**config.mk**
```make
export PLATFORM = sky130hd
export DESIGN_NAME = gp_timer
export DESIGN_NICKNAME = d
export VERILOG_FILES = /design/src/rtl/gp_timer_pkg.sv /design/src/rtl/gp_timer_ch.sv /design/src/rtl/gp_timer.sv
export SDC_FILE = /design/constraint.sdc
export NUM_CORES = 1
export LEC_CHECK = 0
export BUFFER_PORTS_ARGS = -buffer_cell sky130_fd_sc_hd__buf_2
export CAP_MARGIN = 20
export CORE_UTILIZATION = 25
export CTS_CLUSTER_DIAMETER = 50
export DETAILED_ROUTE_END_ITERATION = 16
export PLACE_DENSITY_LB_ADDON = 0.2
export SKIP_LAST_GASP = 1
export SLEW_MARGIN = 20
export SYNTH_ARGS = -nofsm -noshare
export SYNTH_HDL_FRONTEND = slang
export SYNTH_SLANG_ARGS = --single-unit
```
**constraint.sdc**
```tcl
create_clock -name clk -period 5.3 [get_ports clk]
set_input_delay 0.795 -clock clk [delete_from_list [all_inputs] [get_ports clk]]
set_output_delay 0.795 -clock clk [all_outputs]
set_load 0.01 [all_outputs]
```
**src/rtl/gp_timer_pkg.sv**
```systemverilog
// Shared constants for the multi-channel timer.
// Latency: n/a (declarations only).
// Backpressure: n/a.
package gp_timer_pkg;

    // Channel mode encoding carried on the per-channel mode bus.
    localparam logic MODE_PERIODIC = 1'b0;
    localparam logic MODE_ONESHOT  = 1'b1;

    // Upper bound on channel count supported by the register wrapper.
    localparam int MAX_NCH = 8;

endpackage

```
**src/rtl/gp_timer_ch.sv**
```systemverilog
// One timer channel: up-counter, armed state, compare match and sticky flag.
// Latency: flag and counter update on the clk edge that samples the match.
// Backpressure: none; restart and flag_clr are single-cycle pulses.
module gp_timer_ch
    import gp_timer_pkg::*;
#(
    parameter int W = 32
) (
    input  logic         clk,
    input  logic         rst,
    input  logic         tick,
    input  logic         en,
    input  logic         mode,
    input  logic         restart,
    input  logic [W-1:0] cmp,
    input  logic         flag_clr,
    output logic [W-1:0] cnt,
    output logic         flag,
    output logic         active
);

    logic match;

    // A match only counts on a prescaler tick while enabled and armed; a
    // compare value below the counter is reached after the natural wrap.
    assign match = tick & en & active & (cnt == cmp);

    // Counter and armed state: restart beats a match, a match beats counting.
    always_ff @(posedge clk or posedge rst) begin
        if (rst) begin
            cnt    <= '0;
            active <= 1'b1;
        end else if (restart) begin
            cnt    <= '0;
            active <= 1'b1;
        end else if (match && (mode == MODE_PERIODIC)) begin
            cnt    <= '0;
        end else if (match && (mode == MODE_ONESHOT)) begin
            cnt    <= cmp;
            active <= 1'b0;
        end else if (tick && en && active) begin
            cnt    <= cnt + W'(1);
        end
    end

    // Sticky match flag; a set in the same cycle as a clear wins.
    always_ff @(posedge clk or posedge rst) begin
        if (rst) begin
            flag <= 1'b0;
        end else if (match) begin
            flag <= 1'b1;
        end else if (flag_clr) begin
            flag <= 1'b0;
        end
    end

endmodule

```
**src/rtl/gp_timer.sv**
```systemverilog
// Multi-channel timer: shared prescaler feeding NCH compare/match channels.
// Latency: flag one cycle after the matching edge, irq one cycle after flag.
// Backpressure: none; configuration buses are level inputs from the bus wrapper.
module gp_timer
    import gp_timer_pkg::*;
#(
    parameter int W   = 32,
    parameter int PW  = 16,
    parameter int NCH = 4
) (
    input  logic             clk,
    input  logic             rst,
    input  logic [PW-1:0]    pre,
    input  logic [NCH-1:0]   en,
    input  logic [NCH-1:0]   mode,
    input  logic [NCH-1:0]   restart,
    input  logic [NCH*W-1:0] cmp,
    input  logic [NCH-1:0]   ie,
    input  logic [NCH-1:0]   flag_clr,
    output logic [NCH*W-1:0] cnt,
    output logic [NCH-1:0]   flag,
    output logic [NCH-1:0]   active,
    output logic             irq
);

    logic [PW-1:0] prediv;
    logic          any_en;
    logic          tick;

    assign any_en = |en;
    assign tick   = any_en && (prediv == pre);

    // Prescaler: idles at zero while every channel is disabled, so the first
    // tick after enabling always lands pre+1 cycles later.
    always_ff @(posedge clk or posedge rst) begin
        if (rst) begin
            prediv <= '0;
        end else if (!any_en || tick) begin
            prediv <= '0;
        end else begin
            prediv <= prediv + PW'(1);
        end
    end

    for (genvar i = 0; i < NCH; i++) begin : g_ch
        gp_timer_ch #(
            .W (W)
        ) u_ch (
            .clk      (clk),
            .rst      (rst),
            .tick     (tick),
            .en       (en[i]),
            .mode     (mode[i]),
            .restart  (restart[i]),
            .cmp      (cmp[i*W +: W]),
            .flag_clr (flag_clr[i]),
            .cnt      (cnt[i*W +: W]),
            .flag     (flag[i]),
            .active   (active[i])
        );
    end

    // Registered interrupt: any enabled flag raises irq one cycle later.
    always_ff @(posedge clk or posedge rst) begin
        if (rst) begin
            irq <= 1'b0;
        end else begin
            irq <= |(flag & ie);
        end
    end

endmodule

```
== After elaboration in Yosys (flattened, before gate mapping) ==
Index checks and enable logic that the tools add are counted.
Word-level totals
  bits of input ports: 166
  output and inout bits: 137
  word-level logic and storage cells: 119
  register bits: 153
Cells by class
  $add $sub $neg: 5
  reductions and logical operators: 37
  equal/unequal tests: 9
  bitwise gates (word level): 17
  multiplexer cells: 37
Operator list (count)
  two-way mux 32 bit: 16
  adder 32 x 1 -> 32 bit (second input constant): 4
  equality test 32 bit: 4
  two-way mux 1 bit: 20
  logical AND 1 bit: 17
  adder 16 x 1 -> 16 bit (second input constant): 1
  equality test 16 bit: 1
  two-way mux 16 bit: 1
  nonzero test 2 bit: 8
  nonzero test 4 bit: 4
  AND 1 bit: 12
  != test 2 bit (second input constant): 4
  AND reduction 2 bit: 4
  OR reduction 4 bit: 2
  AND 4 bit: 1
  NOT 1 bit: 4
  zero test 1 bit: 1
  logical OR 1 bit: 1

== Logic depth before layout (Yosys ltp) ==
  depth after elaboration: 9
  mapped depth: 10
  mapped depth without buffers: 7

== By module ==
Synthesis repeated with hierarchy kept, for this count alone.
Unflattened totals
  cell total of the unflattened synthesis: 1339
  area, all modules: 11498.5 sq um
By module, submodules not included
  gp_timer_ch: instances 4, cells an instance 309, sequential area each 852.1 sq um, area an instance 2617.5 sq um
  gp_timer: instances 1, cells an instance 103, sequential area each 425.4 sq um, area an instance 1028.5 sq um

== Least setup slack after synthesis ==
No wires, ideal clock.
  kind: input to register
  from: input port pre[13]
  to: register g_ch[2].u_ch.cnt[3]
  stages: 8
  arrival time: 2582 ps
  slack: 2578 ps
  path buffers: 2
  data required time: 5160 ps
  library setup time: 140 ps
  cells stage by stage: xor2_1 > nor4_1 > nand4_1 > or4_1 > clkbuf_1 > buf_2 > mux2i_1 > o32ai_1
Between the ends
  word-level cells in the longest chain between the ends: 9
  elaborated cells on any way between the ends: 13
  those cells by class: 1 x eq/ne; 3 x mux; 3 x bitwise; 6 x reduce/logical
Ends and longest elaborated chain
  start, declared: line gp_timer.sv:13  | input logic [PW-1:0] pre,
  equality test 16 bit (*): line gp_timer.sv:31  | assign tick = any_en && (prediv == pre);
  logical AND 1 bit (*): line gp_timer.sv:31
  AND 1 bit (3 in a row): line gp_timer_ch.sv:26  | assign match = tick & en & active & (cnt == cmp);
  logical AND 1 bit: line gp_timer_ch.sv:38  | end else if (match && (mode == MODE_ONESHOT)) begin
  two-way mux 32 bit: line gp_timer_ch.sv:38
  two-way mux 32 bit: line gp_timer_ch.sv:36  | end else if (match && (mode == MODE_PERIODIC)) begin
  two-way mux 32 bit: line gp_timer_ch.sv:33  | end else if (restart) begin
  end signal, assigned: line gp_timer_ch.sv:39  | cnt <= cmp;
  end signal, assigned: line gp_timer_ch.sv:42  | cnt <= cnt + W'(1);
  end, declared: line gp_timer_ch.sv:17  | output logic [W-1:0] cnt,
Mark *: on every way between the ends. The rest lies on a longest branch, timed or not.
A chain may end at the register's enable or synchronous reset.

== Worst setup path in the final report ==
  from: register g_ch[0].u_ch.cnt[11]
  to: register g_ch[0].u_ch.cnt[8]
Between the ends
  word-level cells in the longest chain between the ends: 6
  elaborated cells on any way between the ends: 8
  those cells by class: 1 x eq/ne; 3 x mux; 1 x bitwise; 3 x reduce/logical
Ends and longest elaborated chain (line)
  start, declared: gp_timer_ch.sv:17
  start signal, assigned: gp_timer_ch.sv:39
  start signal, assigned: gp_timer_ch.sv:42
  equality test 32 bit (*): gp_timer_ch.sv:26
  AND 1 bit (*): gp_timer_ch.sv:26
  logical AND 1 bit: gp_timer_ch.sv:38
  two-way mux 32 bit: gp_timer_ch.sv:38
  two-way mux 32 bit: gp_timer_ch.sv:36
  two-way mux 32 bit: gp_timer_ch.sv:33
Marks and branches as above.

==> results by group <==
Yosys
  • Post-synthesis mux area share: 0.0968
  • Synth top area share: 0.322
  • Avg Inst Size Synth: 8.22 um2
  • Syn nets: between 1.5k and 2k
  • Netlist cell types: 60
  • Synth Area in XOR/XNOR: 0.117
  • Synth Register Bits: between 150 and 200
  • YS warnings: 0
  • Synth area leader: dfrtp_1
  • EDFF count, synth: 0
  • Top_reg_cell synth: dfrtp_1
  • Cell Area, Synth: between 0.01 and 0.015 mm2
  • Largest family of logic cells by synthesized area: simple AND/OR/NAND/NOR gates
  • Post-synthesis cell count: 1409
  • Simple-gate portion of the synthesized area: 0.225
  • Synth Area in Compound Gates: 0.157
  • Top cells by area, synth: dfrtp_1, mux2i_1, xor2_1, o22ai_1, inv_1
  • Post-synth ARST share: 1.00
  • Adder-Cell Fraction of Synth Area: 0.00540
  • Register area share after synthesis: 0.331

Clock network
  • Sink Count: around 150
  • CTS root buf: clkbuf_16
  • # H-tree levels: 4
  • Deepest clock path buffer count: 2
  • Post CTS Setup Buffer Count: 0
  • Worst-path clk slew: roughly 70 ps
  • Clock Latency Late Sink: slightly below 500 ps
  • Hold_buf cts: 0
  • Inserted Clock Buffers: 17
  • CTS tree: done
  • CTS resizes: 0

Worst setup path
  • Worst path slowest cell: o21ai_2
  • CP Cell Sequence: xnor2_1, nand4_1, nor4_2, nand2_1, o21ai_2, buf_4, o22ai_1
  • Slowest Stage Delay on Critical Path: roughly 700 ps
  • Top delay family on crit path: simple AND/OR/NAND/NOR gates
  • Kind of end point of the critical path: register
  • Worst r2r src: g_ch[0].u_ch.cnt[11]
  • Worst Path Buf+Inv: 1
  • CP Launch Point: g_ch[0].u_ch.cnt[11]
  • Crit Path Class: register to register
  • CP required: approximately 5700 ps
  • Worst path arrival time: about 3800 ps
  • Worst setup SP type: register
  • CP max FO: 16

Power and ir drop
  • Sequential power share: 0.424
  • Max IR drop VDD: between 0.15 and 0.2 mV
  • Switch share: 0.272
  • Leakage: between 6 and 7 nW
  • Clock power share: 0.470
  • NetSw: roughly 0.79 mW
  • Pint: around 2.1 mW
  • Comb power frac: 0.106
  • Pwr Density: ~200 mW/mm2

GRT
  • Total gr overflow: 0
  • Largest net degree at the start of global routing: 89
  • First-pass GRT wire length: between 60 and 70 mm
  • Number of global-route vias before repair: between 10k and 15k
  • GRT Overall Usage: 0.188
  • Initial antenna violation count: 6

Floorplan
  • Die Height: about 220 um
  • FP Rows: 78
  • Die Wd: roughly 220 um
  • Initial Util: 0.255
  • Core Region: 0.0455 mm2
  • # IOs: a little over 300
  • Die ar.: around 0.047 mm2

Detailed routing
  • Initial drt markers: slightly above 800
  • Final wirelength: 44.9 mm
  • DRC viols: 0
  • WL/cell: between 15 and 20 um
  • Detailed Routing Iterations Pass 1: 5
  • Vias per std cell: between 5 and 6
  • DR vias: approximately 12k
  • Number of nets with antenna violations after routing: 0

Timing
  • Clk_skew: roughly 10 ps
  • # setup viols final: 0
  • Final-report hold violation count: 0
  • Max Fclk: just under 300 MHz
  • Slew headroom: 0.273
  • Tcrit/Tclk final: 0.648
  • Worst-Margin Slew: between 1000 and 1500 ps
  • Max-slew violation count: 0
  • Final worst slack: about 1900 ps
  • Unrepaired setup endpoints after global routing: false
  • Setup TNS: 0 ps
  • Fin crit period: roughly 3400 ps

Finish
  • Commonest cells after routing, fill and taps aside: buf_2, dfrtp_1, inv_1, xor2_1, nor2_1
  • Fin nets: ~1.8k
  • # fillers: about 5.0k
  • Commonest non-fill, non-tap cell in the layout: buf_2
  • P&R area growth vs syn: 24.1%
  • Area of the multi-input gates: 0.00703 mm2
  • Layout Utilization: 0.316
  • FF+latch area: approximately 0.0038 mm2
  • Fraction of layout cells with a size suffix above 1: 0.232

Run status
  • Outcome: complete, no violations

Placed design
  • Port Buffers: approximately 300
  • HPWL after DPL: ~33 mm
  • GP Congestion: about 0.86
  • Pre-CTS setup slack: roughly 1400 ps

Flow run
  • Max-cap violations: 0

Min path
  • Type of the most critical hold path: primary input to asynchronous set/reset pin
## Yosys cell counts (4+ instances only)
master	number
dfrtp_1	149
inv_1	118
xor2_1	117
nor2_1	113
mux2i_1	112
o22ai_1	103
a21oi_1	86
nand2_1	77
nand3_1	68
nand4_1	56
nor3_1	46
nor4_1	43
clkbuf_1	40
a31oi_1	38
xnor2_1	37
or3_1	19
and4_1	18
o21ai_0	18
and3_1	17
buf_2	16
or2_2	16
buf_4	10
o21a_1	7
a22oi_1	6
ha_1	5
or4_1	5
a21o_1	4
a311oi_1	4
and2_1	4
buf_1	4
dfstp_2	4
nand2b_1	4
## worst paths after layout
check	end	slack, ps	depth (start not counted)
worst min-delay path	g_ch[1].u_ch.cnt[29]	480	2
worst min register to register	g_ch[1].u_ch.active	520	1
worst max-delay path	g_ch[0].u_ch.cnt[8]	1860	7
min in group clk	g_ch[2].u_ch.flag	500	2
max in group asynchronous	g_ch[3].u_ch.active	3870	3
worst max register to register	g_ch[0].u_ch.cnt[8]	1860	7
## power by group through the flow
| stage | clock (mW) | sequential, mW | combinational [mW] |
|---|---|---|---|
| 6_report | 1.37 | 1.23 | 0.308 |
| 5_1_grt | 1.44 | 1.24 | 0.338 |
| 4_1_cts | 1.42 | 1.23 | 0.312 |
| 3_5_place_dp | 0 | 1.26 | 0.309 |
| 3_3_place_gp | 0 | 1.25 | 0.308 |
| 2_1_floorplan | 0 | 1.24 | 0.155 |
## per-stage QoR
stage / instance area (um2) / std cells / hold slack (ps) / total power, mW
after floorplan: 11600 / 1409 / 475 / 1.40
after global placement: 13700 / 2259 / 510 / 1.56
after detailed placement: 13700 / 2259 / 510 / 1.56
after CTS: 14400 / 2291 / 445 / 2.96
after global routing: 14400 / 2293 / 483 / 3.02
final: 14400 / 2293 / 478 / 2.91
## state kept, by name, indices dropped and copies added, names as in the netlist
signal	flops
prediv	16
g_ch.u_ch.flag	4
g_ch.u_ch.active	4
g_ch.u_ch.cnt	128
irq	1
## logic make-up after synthesis
group	count (synthesis)
AND/OR/NAND/NOR	500
AO/OA/AOI/OAI	294
buffers and inverters	191
XOR/XNOR	154
flip-flops	153
multiplexers	112
adder cells (fa/ha/maj)	5
## worst register-to-register path: cells and delay by family, from the launching register on
| family | cells | cell delay, ps |
|---|---|---|
| simple gates | 3 | 1340 |
| compound gates | 2 | 830 |
| buf+inv | 1 | 360 |
| flops | 1 | 470 |
| xor+xnor | 1 | 300 |
## layer usage
layer / vias to the layer above / track usage / wire length [um]
li1: 5653 / - / -
met1: 5793 / 0.252 / 20700
met2: 368 / 0.294 / 20700
met3: 75 / 0.0363 / 2290
met4: 6 / 0.0796 / 1130
met5: - / 0 / 42
## area by class of cell
cell class,instances,area share
multi-input combinational,1065,0.489
clock inverter,8,0.00801
clock buffer,24,0.0349
tap,600,0.0523
timing repair buffer,323,0.117
sequential,153,0.267
antenna,2,0.000348
inverter,118,0.0312
(Power assumes the default switching activity.)
